`src/rtl/iir_coef_loader_if.sv`:
```
// Host-side staging/commit bus and filter-side tap/hold outputs of the IIR coefficient loader.
// master = host (drives writes and commits), slave = loader.
interface iir_coef_loader_if;
  logic               wr_en_in;
  logic [1:0]         wr_addr_in;
  logic signed [34:0] wr_data_in;
  logic               commit_in;

  logic signed [34:0] a1_out;
  logic signed [34:0] b0_out;
  logic signed [34:0] b1_out;
  logic               hold_out;
  logic               busy_out;
  logic               pending_out;
  logic               done_out;
  logic               wr_drop_out;

  modport master (
    output wr_en_in, wr_addr_in, wr_data_in, commit_in,
    input  a1_out, b0_out, b1_out, hold_out, busy_out, pending_out, done_out, wr_drop_out
  );

  modport slave (
    input  wr_en_in, wr_addr_in, wr_data_in, commit_in,
    output a1_out, b0_out, b1_out, hold_out, busy_out, pending_out, done_out, wr_drop_out
  );
endinterface

```
`src/rtl/iir_coef_loader.sv`:
```
// Glitch-free tap swap for a first-order IIR: stage a1/b0/b1, then freeze the filter,
// swap all three taps on one edge, let the pipeline settle and release the hold.
module iir_coef_loader #(
  parameter int HOLD_PRE  = 2,
  parameter int HOLD_POST = 2
) (
  input  logic              clk_in,
  input  logic              rst_in,
  iir_coef_loader_if.slave  bus
);
  localparam int CNT_MAX = (HOLD_PRE > HOLD_POST) ? HOLD_PRE : HOLD_POST;
  localparam int CNT_W   = $clog2(CNT_MAX + 1);

  typedef enum logic [1:0] {IDLE, PRE_HOLD, SWAP, POST_HOLD} state_t;

  state_t           state_reg;
  logic [CNT_W-1:0] cnt_reg;
  logic             hold_reg;
  logic             busy_reg;
  logic             pending_reg;
  logic             done_reg;
  logic             wr_drop_reg;
  logic             wr_valid;

  // Address 3 is reserved: it neither lands in staging nor marks staging dirty.
  assign wr_valid = bus.wr_en_in && (bus.wr_addr_in != 2'd3);

  always_ff @(posedge clk_in or posedge rst_in) begin
    if (rst_in) begin
      state_reg   <= IDLE;
      cnt_reg     <= '0;
      hold_reg    <= 1'b0;
      busy_reg    <= 1'b0;
      pending_reg <= 1'b0;
      done_reg    <= 1'b0;
      wr_drop_reg <= 1'b0;
    end else begin
      done_reg    <= 1'b0;
      wr_drop_reg <= bus.wr_en_in && (state_reg != IDLE);
      case (state_reg)
        IDLE: begin
          if (wr_valid) begin
            pending_reg <= 1'b1;
          end
          if (bus.commit_in) begin
            state_reg <= PRE_HOLD;
            cnt_reg   <= CNT_W'(HOLD_PRE);
            hold_reg  <= 1'b1;
            busy_reg  <= 1'b1;
          end
        end
        PRE_HOLD: begin
          if (cnt_reg == CNT_W'(1)) begin
            state_reg <= SWAP;
          end else begin
            cnt_reg <= cnt_reg - CNT_W'(1);
          end
        end
        SWAP: begin
          pending_reg <= 1'b0;
          state_reg   <= POST_HOLD;
          cnt_reg     <= CNT_W'(HOLD_POST);
        end
        POST_HOLD: begin
          if (cnt_reg == CNT_W'(1)) begin
            state_reg <= IDLE;
            hold_reg  <= 1'b0;
            busy_reg  <= 1'b0;
            done_reg  <= 1'b1;
          end else begin
            cnt_reg <= cnt_reg - CNT_W'(1);
          end
        end
        default: state_reg <= IDLE;
      endcase
    end
  end

  // One staging/active register pair per tap: 0=a1, 1=b0, 2=b1.
  genvar gi;
  generate
    for (gi = 0; gi < 3; gi++) begin : g_tap
      logic signed [34:0] staging_reg;
      logic signed [34:0] active_reg;

      always_ff @(posedge clk_in or posedge rst_in) begin
        if (rst_in) begin
          staging_reg <= '0;
          active_reg  <= '0;
        end else begin
          if ((state_reg == IDLE) && bus.wr_en_in && (bus.wr_addr_in == 2'(gi))) begin
            staging_reg <= bus.wr_data_in;
          end
          if (state_reg == SWAP) begin
            active_reg <= staging_reg;
          end
        end
      end
    end
  endgenerate

  assign bus.a1_out      = g_tap[0].active_reg;
  assign bus.b0_out      = g_tap[1].active_reg;
  assign bus.b1_out      = g_tap[2].active_reg;
  assign bus.hold_out    = hold_reg;
  assign bus.busy_out    = busy_reg;
  assign bus.pending_out = pending_reg;
  assign bus.done_out    = done_reg;
  assign bus.wr_drop_out = wr_drop_reg;
endmodule

```
`src/flat_wrapper.sv`:
```
// flat-port wrapper written by rule: the top's interface ports become plain ports
module iir_coef_loader_flat 
#(
  parameter int HOLD_PRE  = 2,
  parameter int HOLD_POST = 2
)
  (clk_in, rst_in, bus_wr_en_in, bus_wr_addr_in, bus_wr_data_in, bus_commit_in, bus_a1_out, bus_b0_out, bus_b1_out, bus_hold_out, bus_busy_out, bus_pending_out, bus_done_out, bus_wr_drop_out);
  iir_coef_loader_if bus_i ();
  input  logic clk_in;
  input  logic rst_in;
  input wire logic [$bits(bus_i.wr_en_in)-1:0] bus_wr_en_in;
  input wire logic [$bits(bus_i.wr_addr_in)-1:0] bus_wr_addr_in;
  input wire logic [$bits(bus_i.wr_data_in)-1:0] bus_wr_data_in;
  input wire logic [$bits(bus_i.commit_in)-1:0] bus_commit_in;
  output wire logic [$bits(bus_i.a1_out)-1:0] bus_a1_out;
  output wire logic [$bits(bus_i.b0_out)-1:0] bus_b0_out;
  output wire logic [$bits(bus_i.b1_out)-1:0] bus_b1_out;
  output wire logic [$bits(bus_i.hold_out)-1:0] bus_hold_out;
  output wire logic [$bits(bus_i.busy_out)-1:0] bus_busy_out;
  output wire logic [$bits(bus_i.pending_out)-1:0] bus_pending_out;
  output wire logic [$bits(bus_i.done_out)-1:0] bus_done_out;
  output wire logic [$bits(bus_i.wr_drop_out)-1:0] bus_wr_drop_out;
  assign bus_i.wr_en_in = bus_wr_en_in;
  assign bus_i.wr_addr_in = bus_wr_addr_in;
  assign bus_i.wr_data_in = bus_wr_data_in;
  assign bus_i.commit_in = bus_commit_in;
  assign bus_a1_out = bus_i.a1_out;
  assign bus_b0_out = bus_i.b0_out;
  assign bus_b1_out = bus_i.b1_out;
  assign bus_hold_out = bus_i.hold_out;
  assign bus_busy_out = bus_i.busy_out;
  assign bus_pending_out = bus_i.pending_out;
  assign bus_done_out = bus_i.done_out;
  assign bus_wr_drop_out = bus_i.wr_drop_out;
  iir_coef_loader #(.HOLD_PRE(HOLD_PRE), .HOLD_POST(HOLD_POST)) u_core (.clk_in(clk_in), .rst_in(rst_in), .bus(bus_i));
endmodule
```
`config.mk`:
```
export PLATFORM = sky130hd
export DESIGN_NAME = iir_coef_loader_flat
export DESIGN_NICKNAME = d
export VERILOG_FILES = /design/src/rtl/iir_coef_loader_if.sv /design/src/rtl/iir_coef_loader.sv /design/src/flat_wrapper.sv
export SDC_FILE = /design/constraint.sdc
export NUM_CORES = 1
export LEC_CHECK = 0
export CORE_MARGIN = 2
export CORE_UTILIZATION = 50
export DETAILED_ROUTE_END_ITERATION = 8
export DONT_BUFFER_PORTS = 1
export GPL_TIMING_DRIVEN = 0
export SYNTH_ARGS = -nofsm -noshare
export SYNTH_HDL_FRONTEND = slang
export SYNTH_SLANG_ARGS = --single-unit
```
`constraint.sdc`:
```
create_clock -name clk_in -period 8.6 [get_ports clk_in]
set_clock_uncertainty 0.1 [all_clocks]
set_input_delay 0.43 -clock clk_in [delete_from_list [all_inputs] [get_ports clk_in]]
set_output_delay 0.43 -clock clk_in [all_outputs]
set_load 0.03 [all_outputs]
```
# ---- After elaboration in Yosys (flattened, before gate mapping)
# Index checks and enable logic that the tools add are counted.
dict set report word_totals {
  ff_bits 218
  inputBits 41
  out_inout_bits 110
  elab_cells 55
}
dict set report classes {
  addsub 1
  n_eq_ne 12
  mux 14
  n_reduce_logical 16
}
# operator count
set ops {}
lappend ops {{2-bit two-way mux} 5}
lappend ops {{2-bit case mux with 4 select lines} 1}
lappend ops {{2-bit by 1-bit equality test with 1-bit output (second input constant)} 3}
lappend ops {{2-bit equality test (second input constant)} 3}
lappend ops {{1-bit logical AND} 6}
lappend ops {{2-bit by 1-bit inequality test with 1-bit output (second input constant)} 3}
lappend ops {{2-bit inequality test (second input constant)} 3}
lappend ops {{2-bit case mux with 3 select lines} 1}
lappend ops {{3-bit AND reduction} 2}
lappend ops {{2-bit nonzero test} 3}
lappend ops {{1-bit two-way mux} 5}
lappend ops {{2-bit zero test} 2}
lappend ops {{1-bit case mux with 2 select lines} 2}
lappend ops {{2-bit AND reduction} 2}
lappend ops {{2-bit OR reduction} 1}
lappend ops {{2-bit by 1-bit subtractor with 2-bit output (second input constant)} 1}

# ---- Logic depth before layout (Yosys ltp)
dict set report logic_depth {
  depth_word 4
  mapped_depth 7
  ltp_nobuf 5
}

# ---- Worst setup path before layout
# OpenSTA, ideal clock, no wires.
dict set report synth_timing {
  path_kind {reg-to-reg}
  from {reg u_core.state_reg[0]}
  to {reg u_core.g_tap[0].staging_reg[20]}
  setup_ns 0.125
  arrival_time_ns 1.674
  t_required_ns 8.375
  setup_slack_ns 6.701
  stages_incl_launch_ff 8
  path_buffers 2
  synth_period_minus_slack_ns 1.899
  cell_sequence {dfrtp_1 > inv_1 > ha_1 > buf_4 > nand2_1 > nor3_4 > buf_6 > mux2_2}
}
dict set report synth_via {
  elab_chain_cells 3
}
# item line
set synth_rtl {}
lappend synth_rtl {{start, declared} iir_coef_loader.sv:16} ;# state_t state_reg;
lappend synth_rtl {{start signal, assigned} iir_coef_loader.sv:30} ;# state_reg <= IDLE;
lappend synth_rtl {{start signal, assigned} iir_coef_loader.sv:46} ;# state_reg <= PRE_HOLD;
lappend synth_rtl {{start signal, assigned} iir_coef_loader.sv:54} ;# state_reg <= SWAP;
lappend synth_rtl {{2-bit zero test} iir_coef_loader.sv:91} ;# if ((state_reg == IDLE) && bus.wr_en_in && (bus.wr_addr_in == 2'(gi))) begin
lappend synth_rtl {{1-bit logical AND (2 in a row)} iir_coef_loader.sv:91}
lappend synth_rtl {{end signal, assigned} iir_coef_loader.sv:92} ;# staging_reg <= bus.wr_data_in;
lappend synth_rtl {{end, declared} iir_coef_loader.sv:83} ;# logic signed [34:0] staging_reg;
# No other way between the ends.
# A chain may end at the register's enable or synchronous reset.

# ---- Worst setup path in the final report
dict set report layout_timing {
  from {reg u_core.state_reg[0]}
  to {reg u_core.g_tap[0].staging_reg[23]}
}
# Same word-level chain as after synthesis.

==> out/results.tsv <==
metric	value	unit
area_growth_syn_to_layout	17.1	%
clockBufferDepth	3	
grt_pass1_wl	25800	um
design_area	9690	um2
hold_viol_final	0	
cts_setup_buffers	0	
port_buffers	0	
grt_max_degree	137	
fill_cells	1298	
row_count	47	
avgSynthCellArea	16.8	um2
start_util	50.6	%
ios	151	
final_common_cell	dfrtp_1	
final_util	59.3	%
end_kind	flop	
drv_cap	0	
seqCellArea	5460	um2
dr.pass1.iters	3	
drc	0	
cellLeakagePower	4.37	nW
drt_iter0_drc	127	
path_max_fanout	10	
synth_edf_count	0	
antenna_found_initial	0	
crit_path_start_kind	flop	
synth_cell_type_count	23	
ir_drop	0.000203	V
fin_total_pwr	0.00426	W
synth_area	8270	um2
dieArea	17600	um2
crit_slowest_cell	nor3_4	
yosys_warnings	0	
top_layer	met4	
track_usage	18.6	%
critPathArrivalTime	2.50	ns
clkTransAtPathRegs	0.06	ns
setup_viol	0	
largest_reg_flops	105	
cts_tree	yes	
fp.coreArea	16300	um2
wl_met3	1090	um
antenna_cells	0	
drt_wl_total	16100	um
crit_path_cell_trace	inv_1 > ha_1 > buf_4 > nand2_1 > nor3_4 > buf_6 > mux2_2	
syn_nets	540	
crit_type	reg -> reg	
vias	4172	
dp_hpwl	10500	um
tns	0	ns
post_dp_cell_area	8580	um2
clock_latency	0.49	ns
hold_class	in -> reg	
final_cell_mix	dfrtp_1 (218), mux2_2 (210), dlygate4sd3_1 (37)	
timing.final.crit_share	26.0	%
route.met2.wl	8220	um
wl_per_cell	20.4	um
slew_violations	0	
fp.dieW	133	um
die_h	133	um
synthFlopType	dfrtp_1	
max_stage_delay	0.46	ns
multiInputGateArea	2650	um2
post-place-ws	6.35	ns
worst_pin_slew	0.657	ns
drive_above_1_share	47.7	%
htreeDepth	1	
grt_pass1_vias	4611	
antenna_left	0	
slew_headroom	56.2	%
rsz0062_at_grt	no	
grt-ovfl-total	0	
root_buffer	clkbuf_16	
gp_congestion	0.693	
syn_inst	491	
critPathRequiredTime	8.86	ns
cts_num_sinks	218	
via_per_inst	5.29	
ys_ff_latch	218	
wl_met1	6580	um
synthArstFlopShare	100	%
finalNetCount	603	
fmax	447	MHz
timing.final.ws_setup	6.36	ns
cts_made_buffers	23	
status	complete, no violations	
power_density	439	nW/um2
ys_seq_area_share	66.0	%
ctsResizeCount	0	
period_minus_slack	2.24	ns
[critical path: cells and delay by family (launching register included)]
kind	cells	cell delay, ns
muxes	1	0.36
adders and majority gates	1	0.16
buffers and inverters	3	0.54
and+or+nand+nor	2	0.55
DFF	1	0.41
[what timing repair did]
| item | in CTS | in global routing |
|---|---|---|
| endpoints found under the setup margin | 0 | 0 |
| hold buffers | 37 | 0 |
| endpoints found under the hold margin | 188 | 0 |
[synthesized netlist by cell type, drive strengths merged (2+ instances only)]
master  count  area share (%)
nand4b      2            0.36
dfrtp     218              66
nand2       3            0.14
ha          8             1.2
o22ai       2            0.15
mux2      211              29
nor2        4            0.18
a21oi       2            0.12
buf        23             1.7
and2        2            0.15
inv         6            0.27
mux2i       2            0.24
[per-stage QoR]
stage / instances / hold WS [ns]
2_1_floorplan: 491 / 0.352
3_3_place_gp: 711 / 0.368
3_5_place_dp: 712 / 0.299
4_1_cts: 788 / 0.114
5_1_grt: 788 / 0.150
6_report: 788 / 0.131
[power by group]
part,internal (W),total (W),switching [W]
clock network,0.000580,0.000947,0.000367
registers,0.00153,0.00234,0.000813
logic,0.000595,0.000964,0.000369
total,0.00271,0.00426,0.00155
[metal layers]
layer	vias up	global-route usage, %
met1	2199	23.0
met3	15	5.13
li1	1858	-
met4	0	4.00
met5	-	0
met2	100	32.8
[path summary, 6_finish.rpt]
| check | from | end | slack [ns] | depth (start not counted) |
|---|---|---|---|---|
| worst max-delay path | u_core.state_reg[0]$_DFFE_PP0P_ | u_core.g_tap[0].staging_reg[23]$_DFFE_PP0P_ | 6.36 | 7 |
| worst min-delay path | bus_wr_addr_in[0] | u_core.bus.pending_out$_DFFE_PP0P_ | 0.13 | 2 |
| worst max register to register | u_core.state_reg[0]$_DFFE_PP0P_ | u_core.g_tap[0].staging_reg[23]$_DFFE_PP0P_ | 6.36 | 7 |
| worst min register to register | u_core.g_tap[2].staging_reg[32]$_DFFE_PP0P_ | u_core.bus.b1_out[32]$_DFFE_PP0P_ | 0.40 | 1 |
| max in group asynchronous | rst_in | u_core.g_tap[0].staging_reg[12]$_DFFE_PP0P_ | 6.92 | 3 |
| min in group asynchronous | rst_in | u_core.g_tap[0].staging_reg[0]$_DFFE_PP0P_ | 0.42 | 2 |
[kinds of logic (layout without fill, tap and decap cells)]
kind of cell / Yosys count / after routing / share of synthesized area, %
muxes: 213 / 213 / 29.0
DFF: 218 / 218 / 66.0
AOI/OAI and AO/OA: 9 / 9 / 0.726
and+or+nand+nor: 14 / 14 / 1.18
buffers and inverters: 29 / 106 / 1.95
adders and majority gates: 8 / 8 / 1.21
[final cells by class]
| cell class | count | share of cell area [%] |
|---|---|---|
| tap | 220 | 2.84 |
| multi-input combinational | 244 | 27.4 |
| timing repair buffer | 38 | 4.11 |
| sequential | 218 | 56.3 |
| clock inverter | 3 | 0.439 |
| inverter | 6 | 0.310 |
| buffer | 23 | 1.43 |
| clock buffer | 36 | 7.17 |
Note: power is estimated with default switching activity, not from simulation.
